**src/rtl/sim_exit_pkg.sv**
```systemverilog
`default_nettype none
// ============================================================================
// Module   : sim_exit_pkg
// Purpose  : Shared types and helpers for the multi-channel simulation-exit
//            controller: FSM state encoding, mailbox word / exit code types
//            and the mailbox word decode helper.
// Contents : state_e       - controller FSM states
//            exit_word_t   - mailbox word at the default 32-bit width
//            exit_code_t   - exit code at the default width (word >> 1)
//            word_is_exit  - bit 0 of a mailbox word flags "hart has exited"
// Revision : 1.0 - initial release
// ============================================================================
package sim_exit_pkg;

   localparam int unsigned c_word_width = 32;

   typedef logic [c_word_width-1:0] exit_word_t;
   typedef logic [c_word_width-2:0] exit_code_t;

   typedef enum logic [2:0] {
      ST_IDLE     = 3'd0,
      ST_REQ      = 3'd1,
      ST_WAIT_RSP = 3'd2,
      ST_NEXT     = 3'd3,
      ST_CLEANUP  = 3'd4,
      ST_DONE     = 3'd5
   } state_e;

   // A mailbox word with bit 0 set carries a final exit code in its upper
   // bits; bit 0 clear means the channel is still running.
   function automatic logic word_is_exit(input exit_word_t word);
      return word[0];
   endfunction

endpackage : sim_exit_pkg
`default_nettype wire

```
**src/rtl/sim_exit_poll_timer.sv**
```systemverilog
`default_nettype none
// ============================================================================
// Module   : sim_exit_poll_timer
// Purpose  : Poll-interval counter. Counts 0..POLL_CYCLES-1 while restart_i
//            is low and pulses tc_o on the terminal count; held at zero while
//            restart_i is high.
// Ports    : clk_i     in  clock
//            rst_i     in  asynchronous reset, active-high
//            restart_i in  hold counter at zero (controller not idle)
//            tc_o      out terminal-count pulse
// Revision : 1.0 - initial release
// ============================================================================
module sim_exit_poll_timer #(
   parameter  int unsigned POLL_CYCLES = 200,
   localparam int unsigned c_cnt_w     = (POLL_CYCLES > 1) ? $clog2(POLL_CYCLES) : 1
) (
   input  logic clk_i,
   input  logic rst_i,
   input  logic restart_i,
   output logic tc_o
);

   localparam logic [c_cnt_w-1:0] c_last = c_cnt_w'(POLL_CYCLES - 1);

   logic [c_cnt_w-1:0] r_cnt;

   assign tc_o = !restart_i && (r_cnt == c_last);

   always_ff @(posedge clk_i or posedge rst_i) begin
      if (rst_i) begin
         r_cnt <= '0;
      end else if (restart_i || tc_o) begin
         r_cnt <= '0;
      end else begin
         r_cnt <= r_cnt + c_cnt_w'(1);
      end
   end

endmodule : sim_exit_poll_timer
`default_nettype wire

```
**src/rtl/sim_exit_ctrl.sv**
```systemverilog
`default_nettype none
// ============================================================================
// Module   : sim_exit_ctrl
// Purpose  : Polls the host mailbox of NUM_CHANNELS harts at a fixed interval,
//            records each channel's write-once exit code, requests host-model
//            cleanup once every channel has exited, then raises a sticky
//            done flag with the aggregate exit code.
// Ports    : clk_i, rst_i          clock / asynchronous active-high reset
//            poll_req_o/poll_ch_o  poll request and channel (stable in REQ)
//            poll_gnt_i            poll request accepted
//            poll_rsp_valid_i/     one-cycle mailbox response
//            poll_rsp_word_i
//            cleanup_req_o/        cleanup handshake (level request)
//            cleanup_ack_i
//            ch_done_o             per-channel exited flags
//            done_o                simulation finished (sticky)
//            exit_code_o           code of lowest channel with nonzero code
//            timeout_o             watchdog fired
// Config   : SIM_EXIT_TIMEOUT_EN - enables the TIMEOUT_CYCLES watchdog;
//            without it timeout_o is tied low and the block can wait forever.
// Revision : 1.0 - initial release
// ============================================================================
module sim_exit_ctrl
   import sim_exit_pkg::*;
#(
   parameter  int unsigned NUM_CHANNELS   = 4,
   parameter  int unsigned WORD_WIDTH     = 32,
   parameter  int unsigned POLL_CYCLES    = 200,
   parameter  int unsigned TIMEOUT_CYCLES = 2**24,
   localparam int unsigned c_ptr_w        = (NUM_CHANNELS > 1) ? $clog2(NUM_CHANNELS) : 1
) (
   input  logic                    clk_i,
   input  logic                    rst_i,
   output logic                    poll_req_o,
   output logic [c_ptr_w-1:0]      poll_ch_o,
   input  logic                    poll_gnt_i,
   input  logic                    poll_rsp_valid_i,
   input  logic [WORD_WIDTH-1:0]   poll_rsp_word_i,
   output logic                    cleanup_req_o,
   input  logic                    cleanup_ack_i,
   output logic [NUM_CHANNELS-1:0] ch_done_o,
   output logic                    done_o,
   output logic [WORD_WIDTH-2:0]   exit_code_o,
   output logic                    timeout_o
);

   if (NUM_CHANNELS < 1 || NUM_CHANNELS > 16 || WORD_WIDTH < 2 ||
       POLL_CYCLES < 1 || TIMEOUT_CYCLES < 1) begin : g_param_check
      $error("sim_exit_ctrl: parameter out of range");
   end

   state_e                                  r_state;
   state_e                                  w_state_nxt;
   logic [c_ptr_w-1:0]                      r_ptr;
   logic [NUM_CHANNELS-1:0]                 r_ch_done;
   logic [NUM_CHANNELS-1:0][WORD_WIDTH-2:0] r_code;
   logic                                    r_timeout;

   logic                    w_tc;
   logic                    w_timeout;
   logic                    w_rsp_exit;
   logic                    w_all_done;
   logic [c_ptr_w-1:0]      w_first_ptr;
   logic [c_ptr_w-1:0]      w_next_ptr;
   logic                    w_next_found;
   logic [WORD_WIDTH-2:0]   w_min_code;

   // ------------------------------------------------------------------------
   // Poll interval timer: runs only while idle, so it restarts from zero on
   // every return to IDLE.
   // ------------------------------------------------------------------------
   sim_exit_poll_timer #(
      .POLL_CYCLES (POLL_CYCLES)
   ) u_poll_timer (
      .clk_i     (clk_i),
      .rst_i     (rst_i),
      .restart_i (r_state != ST_IDLE),
      .tc_o      (w_tc)
   );

   // ------------------------------------------------------------------------
   // Watchdog
   // ------------------------------------------------------------------------
`ifdef SIM_EXIT_TIMEOUT_EN
   localparam int unsigned c_wd_w = $clog2(TIMEOUT_CYCLES + 1);

   logic [c_wd_w-1:0] r_wd_cnt;

   // Saturates at the limit so the comparison stays true until the FSM
   // reaches CLEANUP.
   always_ff @(posedge clk_i or posedge rst_i) begin
      if (rst_i) begin
         r_wd_cnt <= '0;
      end else if (r_wd_cnt != c_wd_w'(TIMEOUT_CYCLES)) begin
         r_wd_cnt <= r_wd_cnt + c_wd_w'(1);
      end
   end

   assign w_timeout = (r_wd_cnt == c_wd_w'(TIMEOUT_CYCLES)) &&
                      (r_state != ST_CLEANUP) && (r_state != ST_DONE);

   always_ff @(posedge clk_i or posedge rst_i) begin
      if (rst_i) begin
         r_timeout <= 1'b0;
      end else if (w_timeout) begin
         r_timeout <= 1'b1;
      end
   end
`else
   assign w_timeout = 1'b0;
   assign r_timeout = 1'b0;
`endif

   // ------------------------------------------------------------------------
   // Channel selection and aggregate code
   // ------------------------------------------------------------------------
   assign w_all_done = &r_ch_done;
   assign w_rsp_exit = poll_rsp_valid_i && word_is_exit(exit_word_t'(poll_rsp_word_i));

   // Descending scans: the last hit is the lowest matching index.
   always_comb begin
      w_first_ptr  = '0;
      w_next_ptr   = '0;
      w_next_found = 1'b0;
      w_min_code   = '0;
      for (int i = NUM_CHANNELS - 1; i >= 0; i--) begin
         if (!r_ch_done[i]) begin
            w_first_ptr = c_ptr_w'(i);
         end
         if (!r_ch_done[i] && (i > int'(r_ptr))) begin
            w_next_ptr   = c_ptr_w'(i);
            w_next_found = 1'b1;
         end
         if (r_code[i] != '0) begin
            w_min_code = r_code[i];
         end
      end
   end

   // ------------------------------------------------------------------------
   // FSM
   // ------------------------------------------------------------------------
   always_comb begin
      w_state_nxt = r_state;
      case (r_state)
         ST_IDLE:     if (w_tc)             w_state_nxt = ST_REQ;
         ST_REQ:      if (poll_gnt_i)       w_state_nxt = ST_WAIT_RSP;
         ST_WAIT_RSP: if (poll_rsp_valid_i) w_state_nxt = ST_NEXT;
         ST_NEXT: begin
            if (w_all_done)        w_state_nxt = ST_CLEANUP;
            else if (w_next_found) w_state_nxt = ST_REQ;
            else                   w_state_nxt = ST_IDLE;
         end
         ST_CLEANUP:  if (cleanup_ack_i)    w_state_nxt = ST_DONE;
         ST_DONE:                           w_state_nxt = ST_DONE;
         default:                           w_state_nxt = ST_IDLE;
      endcase
      // Watchdog wins over anything else happening in the same cycle.
      if (w_timeout) begin
         w_state_nxt = ST_CLEANUP;
      end
   end

   always_ff @(posedge clk_i or posedge rst_i) begin
      if (rst_i) begin
         r_state   <= ST_IDLE;
         r_ptr     <= '0;
         r_ch_done <= '0;
         r_code    <= '0;
      end else begin
         r_state <= w_state_nxt;

         if (r_state == ST_IDLE && w_tc) begin
            r_ptr <= w_first_ptr;
         end else if (r_state == ST_NEXT && w_next_found) begin
            r_ptr <= w_next_ptr;
         end

         // Codes are write-once; a timeout in the same cycle drops the word.
         if (r_state == ST_WAIT_RSP && w_rsp_exit && !w_timeout && !r_ch_done[r_ptr]) begin
            r_ch_done[r_ptr] <= 1'b1;
            r_code[r_ptr]    <= poll_rsp_word_i[WORD_WIDTH-1:1];
         end
      end
   end

   // ------------------------------------------------------------------------
   // Outputs
   // ------------------------------------------------------------------------
   assign poll_req_o    = (r_state == ST_REQ);
   assign poll_ch_o     = r_ptr;
   assign cleanup_req_o = (r_state == ST_CLEANUP);
   assign ch_done_o     = r_ch_done;
   assign done_o        = (r_state == ST_DONE);
   assign timeout_o     = r_timeout;
   assign exit_code_o   = r_timeout           ? '1         :
                          (r_state == ST_DONE) ? w_min_code : '0;

endmodule : sim_exit_ctrl
`default_nettype wire
```
**config.mk**
```make
export PLATFORM = sky130hd
export DESIGN_NAME = sim_exit_ctrl
export DESIGN_NICKNAME = d
export VERILOG_FILES = /design/src/rtl/sim_exit_pkg.sv /design/src/rtl/sim_exit_poll_timer.sv /design/src/rtl/sim_exit_ctrl.sv
export SDC_FILE = /design/constraint.sdc
export NUM_CORES = 1
export LEC_CHECK = 0
export CAP_MARGIN = 10
export CORE_MARGIN = 2
export CORE_UTILIZATION = 50
export CTS_BUF_LIST = sky130_fd_sc_hd__clkbuf_8
export DETAILED_ROUTE_END_ITERATION = 8
export PLACE_DENSITY = 0.72
export SYNTH_ARGS = -nofsm -noshare
export SYNTH_HDL_FRONTEND = slang
export SYNTH_SLANG_ARGS = --single-unit
```
**constraint.sdc**
```tcl
create_clock -name clk_i -period 5.72 [get_ports clk_i]
set_clock_uncertainty 0.1 [all_clocks]
set_input_delay 1.144 -clock clk_i [delete_from_list [all_inputs] [get_ports clk_i]]
set_output_delay 1.144 -clock clk_i [all_outputs]
set_load 0.01 [all_outputs]
```
==> results.json, run 1 <==
{
  "synth_flop_cell": "dfrtp_1",
  "hold_end": "u_poll_timer.r_cnt[0]",
  "num_antenna_cells": 0,
  "drive_gt1_frac": 0.264,
  "cts.repair.resized": 0,
  "crit_arrival_ns": 3.89,
  "avgSynthCellArea_um2": 12.5,
  "wl_per_cell_um": 20.7,
  "yosys_warnings": 0,
  "powerDensity_nw_per_um2": 434,
  "rr_startpoint": "poll_ch_o[0]",
  "hpwlAfterDp_mm": 10.6,
  "slowest_delay_ns": 1.21,
  "synth.distinct_cells": 42,
  "power_leakage_uw": 0.00348,
  "grt_pass1_wl_mm": 26.6,
  "worst_slew_pin_slew_ns": 1.16,
  "first_pass_iters": 5,
  "worstHoldStart": "u_poll_timer.r_cnt[0]",
  "hold_depth": 1,
  "synth-async-reset-ratio": 1.00,
  "r2r-end": "r_code[20]",
  "cp_cell_sequence": "nor4_1 > nand2_1 > or4_2 > a2111oi_0 > nor3_1 > clkdlybuf4s50_1",
  "r2r_slack_ns": 2.41,
  "cts_tree": "done",
  "insertion_delay_ns": 0.45,
  "crit_slowest_cell": "or4_2",
  "hp-class": "reg -> reg",
  "num_rows": 42,
  "wirelength_mm": 16.4,
  "cts_buffers": 17,
  "post_cts_buffers": 0,
  "netlist_instances": 540,
  "p_comb_frac": 0.282,
  "endpoint_kind": "primary output",
  "slew_headroom": 0.228,
  "cp_max_fo": 62,
  "drcViolationCount": 0,
  "root_buffer": "clkbuf_8",
  "grt_max_degree": 74,
  "port-buffer-count": 76,
  "gp_congestion": 0.828,
  "io_pins": 78,
  "dieWidth_um": 120,
  "cts.clk_slew.worst_paths_ns": 0.07,
  "ys_seq_elements": 141,
  "setup_violations": 0,
  "area_growth_pct": 19.1,
  "timing_worst_setup_path_type": "reg -> out",
  "coreArea_um2": 13200,
  "avgViaCountPerCell": 6.03,
  "syn_area_um2": 6730,
  "grt_usage": 0.241,
  "synthesis.nets": 578,
  "hold_slack_ns": 0.363,
  "vdd_drop_max_uv": 310,
  "nets": 645,
  "yosys.cell_count.top_type": "dfrtp_1",
  "drtAntennaViolNets": 0,
  "netSwitchingFraction": 0.334,
  "yosys.area.top_type_share": 0.524,
  "p_int_uw": 2310,
  "setup_tns_ns": 0,
  "yosysSeqAreaShare": 0.524,
  "seqPwrFrac": 0.466,
  "slew_violations": 0,
  "antenna_found_initial": 0,
  "hold_buffers": 0,
  "worstPathRequired_ns": 4.48,
  "period_share": 0.897,
  "p_clk_frac": 0.252,
  "first_iter_violations": 403,
  "status": "finished, final reports clean",
  "synth.area.top_cells": "dfrtp_1 (52%), mux2_2 (12%), mux2_4 (8.7%), nor3_1 (4.9%), a2111oi_0 (4.0%)",
  "numClockSinks": 141,
  "num_vias": 4786,
  "power_switching_uw": 1160,
  "grt_pass1_vias": 4883,
  "maxCapViolations": 0,
  "synth.top_cells.by_count": "dfrtp_1 (141), mux2_2 (73), nor3_1 (66)",
  "post-route-min-period_ns": 5.13,
  "crit_path_start_kind": "register",
  "dieArea_um2": 14400,
  "r2r_cells": 5,
  "clockBufferDepth": 2,
  "rsz0062_at_grt": "no",
  "cts_max_level": 4,
  "max_freq_mhz": 195,
  "die_y_um": 120,
  "hold_viol": 0,
  "start_util": 0.510,
  "globalRouteOverflowTotal": 0,
  "yosysTopAreaCell": "dfrtp_1",
  "synth-edff-count": 0
}
kinds of logic (layout without fill, tap and decap cells):
group,Yosys count,count (layout),synth area share
flops,141,141,0.524
mux,125,125,0.233
simple gates,147,147,0.121
fa+ha+maj,1,1,0.00186
other cells,1,1,0.000557
buf+inv,40,118,0.0342
compound gates,80,80,0.0792
xor+xnor,5,5,0.00651
final cells by class:
class | instances | area, um^2
fillers | 1074 | 5180
flip-flops and latches | 141 | 3530
multi-input cells | 359 | 2980
repair buffers | 84 | 833
clock buffers | 21 | 289
well taps | 176 | 220
clock inverters | 9 | 143
inverters | 4 | 17.5
how the worst max path moves through the flow:
stage | start | endpoint | slack [ns] | depth (start not counted)
after floorplan | rst_i | ch_done_o[0] | 0.69 | 1
after global placement | r_code[21] | exit_code_o[30] | 1.12 | 6
after detailed placement | r_code[21] | exit_code_o[16] | 1.05 | 6
after CTS | r_code[21] | exit_code_o[29] | 0.54 | 6
after global routing | r_code[21] | exit_code_o[0] | 0.28 | 6
final | r_code[21] | exit_code_o[29] | 0.59 | 6
per-layer routing:
metal | wire, um | up-vias | track usage
met5 | 0 | - | 0
met4 | 221 | 0 | 0.0721
met3 | 1030 | 21 | 0.0661
met2 | 7710 | 176 | 0.365
met1 | 7470 | 2424 | 0.341
li1 | - | 2165 | -
power by group through the flow:
stage / Combinational (uW) / Clock, uW / Sequential (uW)
after global placement: 955 / 0 / 1610
after global routing: 1070 / 929 / 1660
final: 980 / 877 / 1620
after CTS: 988 / 886 / 1610
after floorplan: 682 / 0 / 1510
after detailed placement: 984 / 0 / 1620
through the flow:
| stage | std cells | util | total power [uW] | area (um^2) | worst slack, ns |
|---|---|---|---|---|---|
| finish | 794 | 0.607 | 3480 | 8010 | 0.590 |
| global route | 794 | 0.607 | 3660 | 8010 | 0.279 |
| CTS | 794 | 0.607 | 3480 | 8010 | 0.541 |
| detailed placement | 764 | 0.575 | 2610 | 7580 | 1.05 |
| global placement | 764 | 0.575 | 2560 | 7580 | 1.12 |
| floorplan | 540 | - | 2190 | 6730 | 0.695 |
sequential cells by signal, indices dropped and copies added, names as in the netlist:
name	flops
r_state	3
r_code	124
u_poll_timer.r_cnt	8
ch_done_o	4
poll_ch_o	2
cells in the final DEF (no fill, tap or decap), drive strengths merged, types with 4 or more instances in the layout:
cell type,n
clkbuf,21
inv,6
nand2,12
nor3,67
clkdlybuf4s50,76
a2111oi,31
nand2b,7
buf,8
nand4,6
o21ai,41
nor4,23
nor2,15
bufinv,4
mux2,124
dfrtp,141
worst max-delay path: cells and delay by family, from the launching register on:
family	cells	cell delay, ns
and+or+nand+nor	4	1.88
DFF	1	0.41
buffers and inverters	1	0.51
AOI/OAI and AO/OA	1	0.62
(Power assumes the default switching activity.)
==> run 2, diff against run 1 <==
--- a/config.mk
+++ b/config.mk
@@ -11,6 +11,7 @@
 export CTS_BUF_LIST = sky130_fd_sc_hd__clkbuf_8
 export DETAILED_ROUTE_END_ITERATION = 8
 export PLACE_DENSITY = 0.72
+export RECOVER_POWER = 50
 export SYNTH_ARGS = -nofsm -noshare
 export SYNTH_HDL_FRONTEND = slang
 export SYNTH_SLANG_ARGS = --single-unit
==> run 2 against run 1 <==
  * The run now ends with capacitance limit, slew limit left
  * Combinational power fell by 0.5%
  * Flip-flop and latch count did not move
  * Sequential power barely moved
  * Die area did not move
  * Via count rose by 0.36%
  * Worst setup slack got worse by 0.025 ns
  * Design area fell by 0.28%
  * Non-clock buffer count did not move
  * Register-to-register slack got worse by 0.02 ns
  * Critical endpoint unchanged
==> results.json, run 2 (same netlist as run 1, synthesis figures left out) <==
{
  "power_switching_uw": 1160,
  "nets": 645,
  "dieWidth_um": 120,
  "dieArea_um2": 14400,
  "violations": "capacitance limit, slew limit",
  "seqPwrFrac": 0.467,
  "r2r_cells": 5,
  "powerDensity_nw_per_um2": 434,
  "hpwlAfterDp_mm": 10.6,
  "period_share": 0.901,
  "cts.repair.resized": 0,
  "worst_slew_pin_slew_ns": 3.26,
  "netSwitchingFraction": 0.336,
  "crit_buf_inv": 1,
  "cts_max_level": 4,
  "dpl.cell_count": 764,
  "hp-class": "reg -> reg",
  "grt_max_degree": 74,
  "crit_slowest_cell": "or4_2",
  "start_util": 0.510,
  "mostFrequentLayoutCell": "dfrtp_1",
  "crit_arrival_ns": 3.91,
  "first_iter_violations": 415,
  "r2r_slack_ns": 2.39,
  "fin_ws_ns": 0.566,
  "cts.clk_slew.worst_paths_ns": 0.07,
  "globalRouteOverflowTotal": 0,
  "status": "finished with violations",
  "post-route-min-period_ns": 5.15,
  "num_antenna_cells": 0,
  "finalNonFillerCells": 794,
  "power_leakage_uw": 0.00346,
  "clockBufferDepth": 2,
  "setup_violations": 0,
  "slowest_delay_ns": 1.21,
  "drtAntennaViolNets": 0,
  "cts_buffers": 17,
  "slew_headroom": -1.19,
  "r2r-end": "r_code[20]",
  "setup_tns_ns": 0,
  "cp_max_fo": 62,
  "grt_pass1_vias": 4883,
  "crit_path_start_kind": "register",
  "crit_start": "r_code[21]",
  "numClockSinks": 141,
  "drive_gt1_frac": 0.254,
  "p_int_uw": 2310,
  "maxCapViolations": 1,
  "io_pins": 78,
  "hold_viol": 0,
  "largest_reg_flops": 124,
  "slew_violations": 73,
  "timing_worst_setup_path_type": "reg -> out",
  "final_cell_mix": "dfrtp_1 (141), mux2_2 (73), clkdlybuf4s50_1 (73), nor3_1 (66), o21ai_0 (41)",
  "grt_usage": 0.241,
  "path_depth": 6,
  "root_buffer": "clkbuf_8",
  "num_rows": 42,
  "num_vias": 4803,
  "area_growth_pct": 18.7,
  "rr_startpoint": "poll_ch_o[0]",
  "wl_per_cell_um": 20.8,
  "grt_pass1_wl_mm": 26.6,
  "coreArea_um2": 13200,
  "p_comb_frac": 0.281,
  "crit_end": "exit_code_o[29]",
  "max_freq_mhz": 194,
  "endpoint_kind": "primary output",
  "antenna_found_initial": 0,
  "p_clk_frac": 0.252,
  "cts_tree": "done",
  "cp_cell_sequence": "nor4_1 > nand2_1 > or4_2 > a2111oi_0 > nor3_1 > clkdlybuf4s50_1",
  "insertion_delay_ns": 0.45,
  "detailedPlace.worstSlack_ns": 1.05,
  "wirelength_mm": 16.5,
  "top_register": "r_code",
  "rsz0062_at_grt": "no",
  "cp_top_family": "simple AND/OR/NAND/NOR gates",
  "first_pass_iters": 7,
  "die_y_um": 120,
  "hold_slack_ns": 0.363,
  "vdd_drop_max_uv": 313,
  "avgViaCountPerCell": 6.05,
  "drcViolationCount": 0,
  "worstPathRequired_ns": 4.48,
  "hold_buffers": 0,
  "gp_congestion": 0.828,
  "port-buffer-count": 76,
  "post_cts_buffers": 0
}
[run 2: cell count changes in the layout (fill, tap and decap cells not counted), moves of 3 or more]
cell             change
clkdlybuf4s50_1      -3
mux2_1               +5
mux2_4               -5
dlygate4sd3_1        +3
[run 2: final cells by class]
cell class | instances | area (um^2)
clock buffer | 21 | 289
clock inverter | 9 | 143
fill | 1075 | 5200
inverter | 4 | 16.3
multi-input combinational | 359 | 2960
sequential | 141 | 3530
tap | 176 | 220
timing repair buffer | 84 | 833
[run 2: per-stage QoR]
step | power [uW] | instance area, um^2 | utilization
finish | 3470 | 7990 | 0.606
global route | 3650 | 7990 | 0.606
CTS | 3480 | 8010 | 0.607
detailed placement | 2610 | 7580 | 0.575
global placement | 2560 | 7580 | 0.575
floorplan | 2190 | 6730 | -
[run 2: worst register-to-register path: stages (launching register included)]
cell	delay [ns]
dfrtp_1	0.57
mux4_2	0.57
or4_4	0.51
nor3_4	0.60
buf_4	0.46
mux2_2	0.40
[run 2: worst min-delay path by stage]
stage                                     start                    end  slack (ns)  depth (start not counted)
after detailed placement  u_poll_timer.r_cnt[0]  u_poll_timer.r_cnt[0]        0.36                          1
after CTS                 u_poll_timer.r_cnt[0]  u_poll_timer.r_cnt[0]        0.37                          1
after floorplan           u_poll_timer.r_cnt[0]  u_poll_timer.r_cnt[0]        0.33                          1
after global placement    u_poll_timer.r_cnt[0]  u_poll_timer.r_cnt[0]        0.34                          1
final                     u_poll_timer.r_cnt[0]  u_poll_timer.r_cnt[0]        0.36                          1
after global routing      u_poll_timer.r_cnt[0]  u_poll_timer.r_cnt[0]        0.39                          1
[run 2: per-layer routing]
metal / global-route usage / part of all wire
met5: 0 / 0
met4: 0.0721 / 0.013
met3: 0.0661 / 0.058
met2: 0.365 / 0.47
met1: 0.341 / 0.46
[run 2: power groups by stage]
| stage | Clock, uW | Combinational (uW) | Sequential [uW] |
|---|---|---|---|
| 3_5_place_dp | 0 | 984 | 1620 |
| 2_1_floorplan | 0 | 682 | 1510 |
| 6_report | 876 | 975 | 1620 |
| 4_1_cts | 886 | 988 | 1610 |
| 5_1_grt | 929 | 1060 | 1660 |
| 3_3_place_gp | 0 | 955 | 1610 |
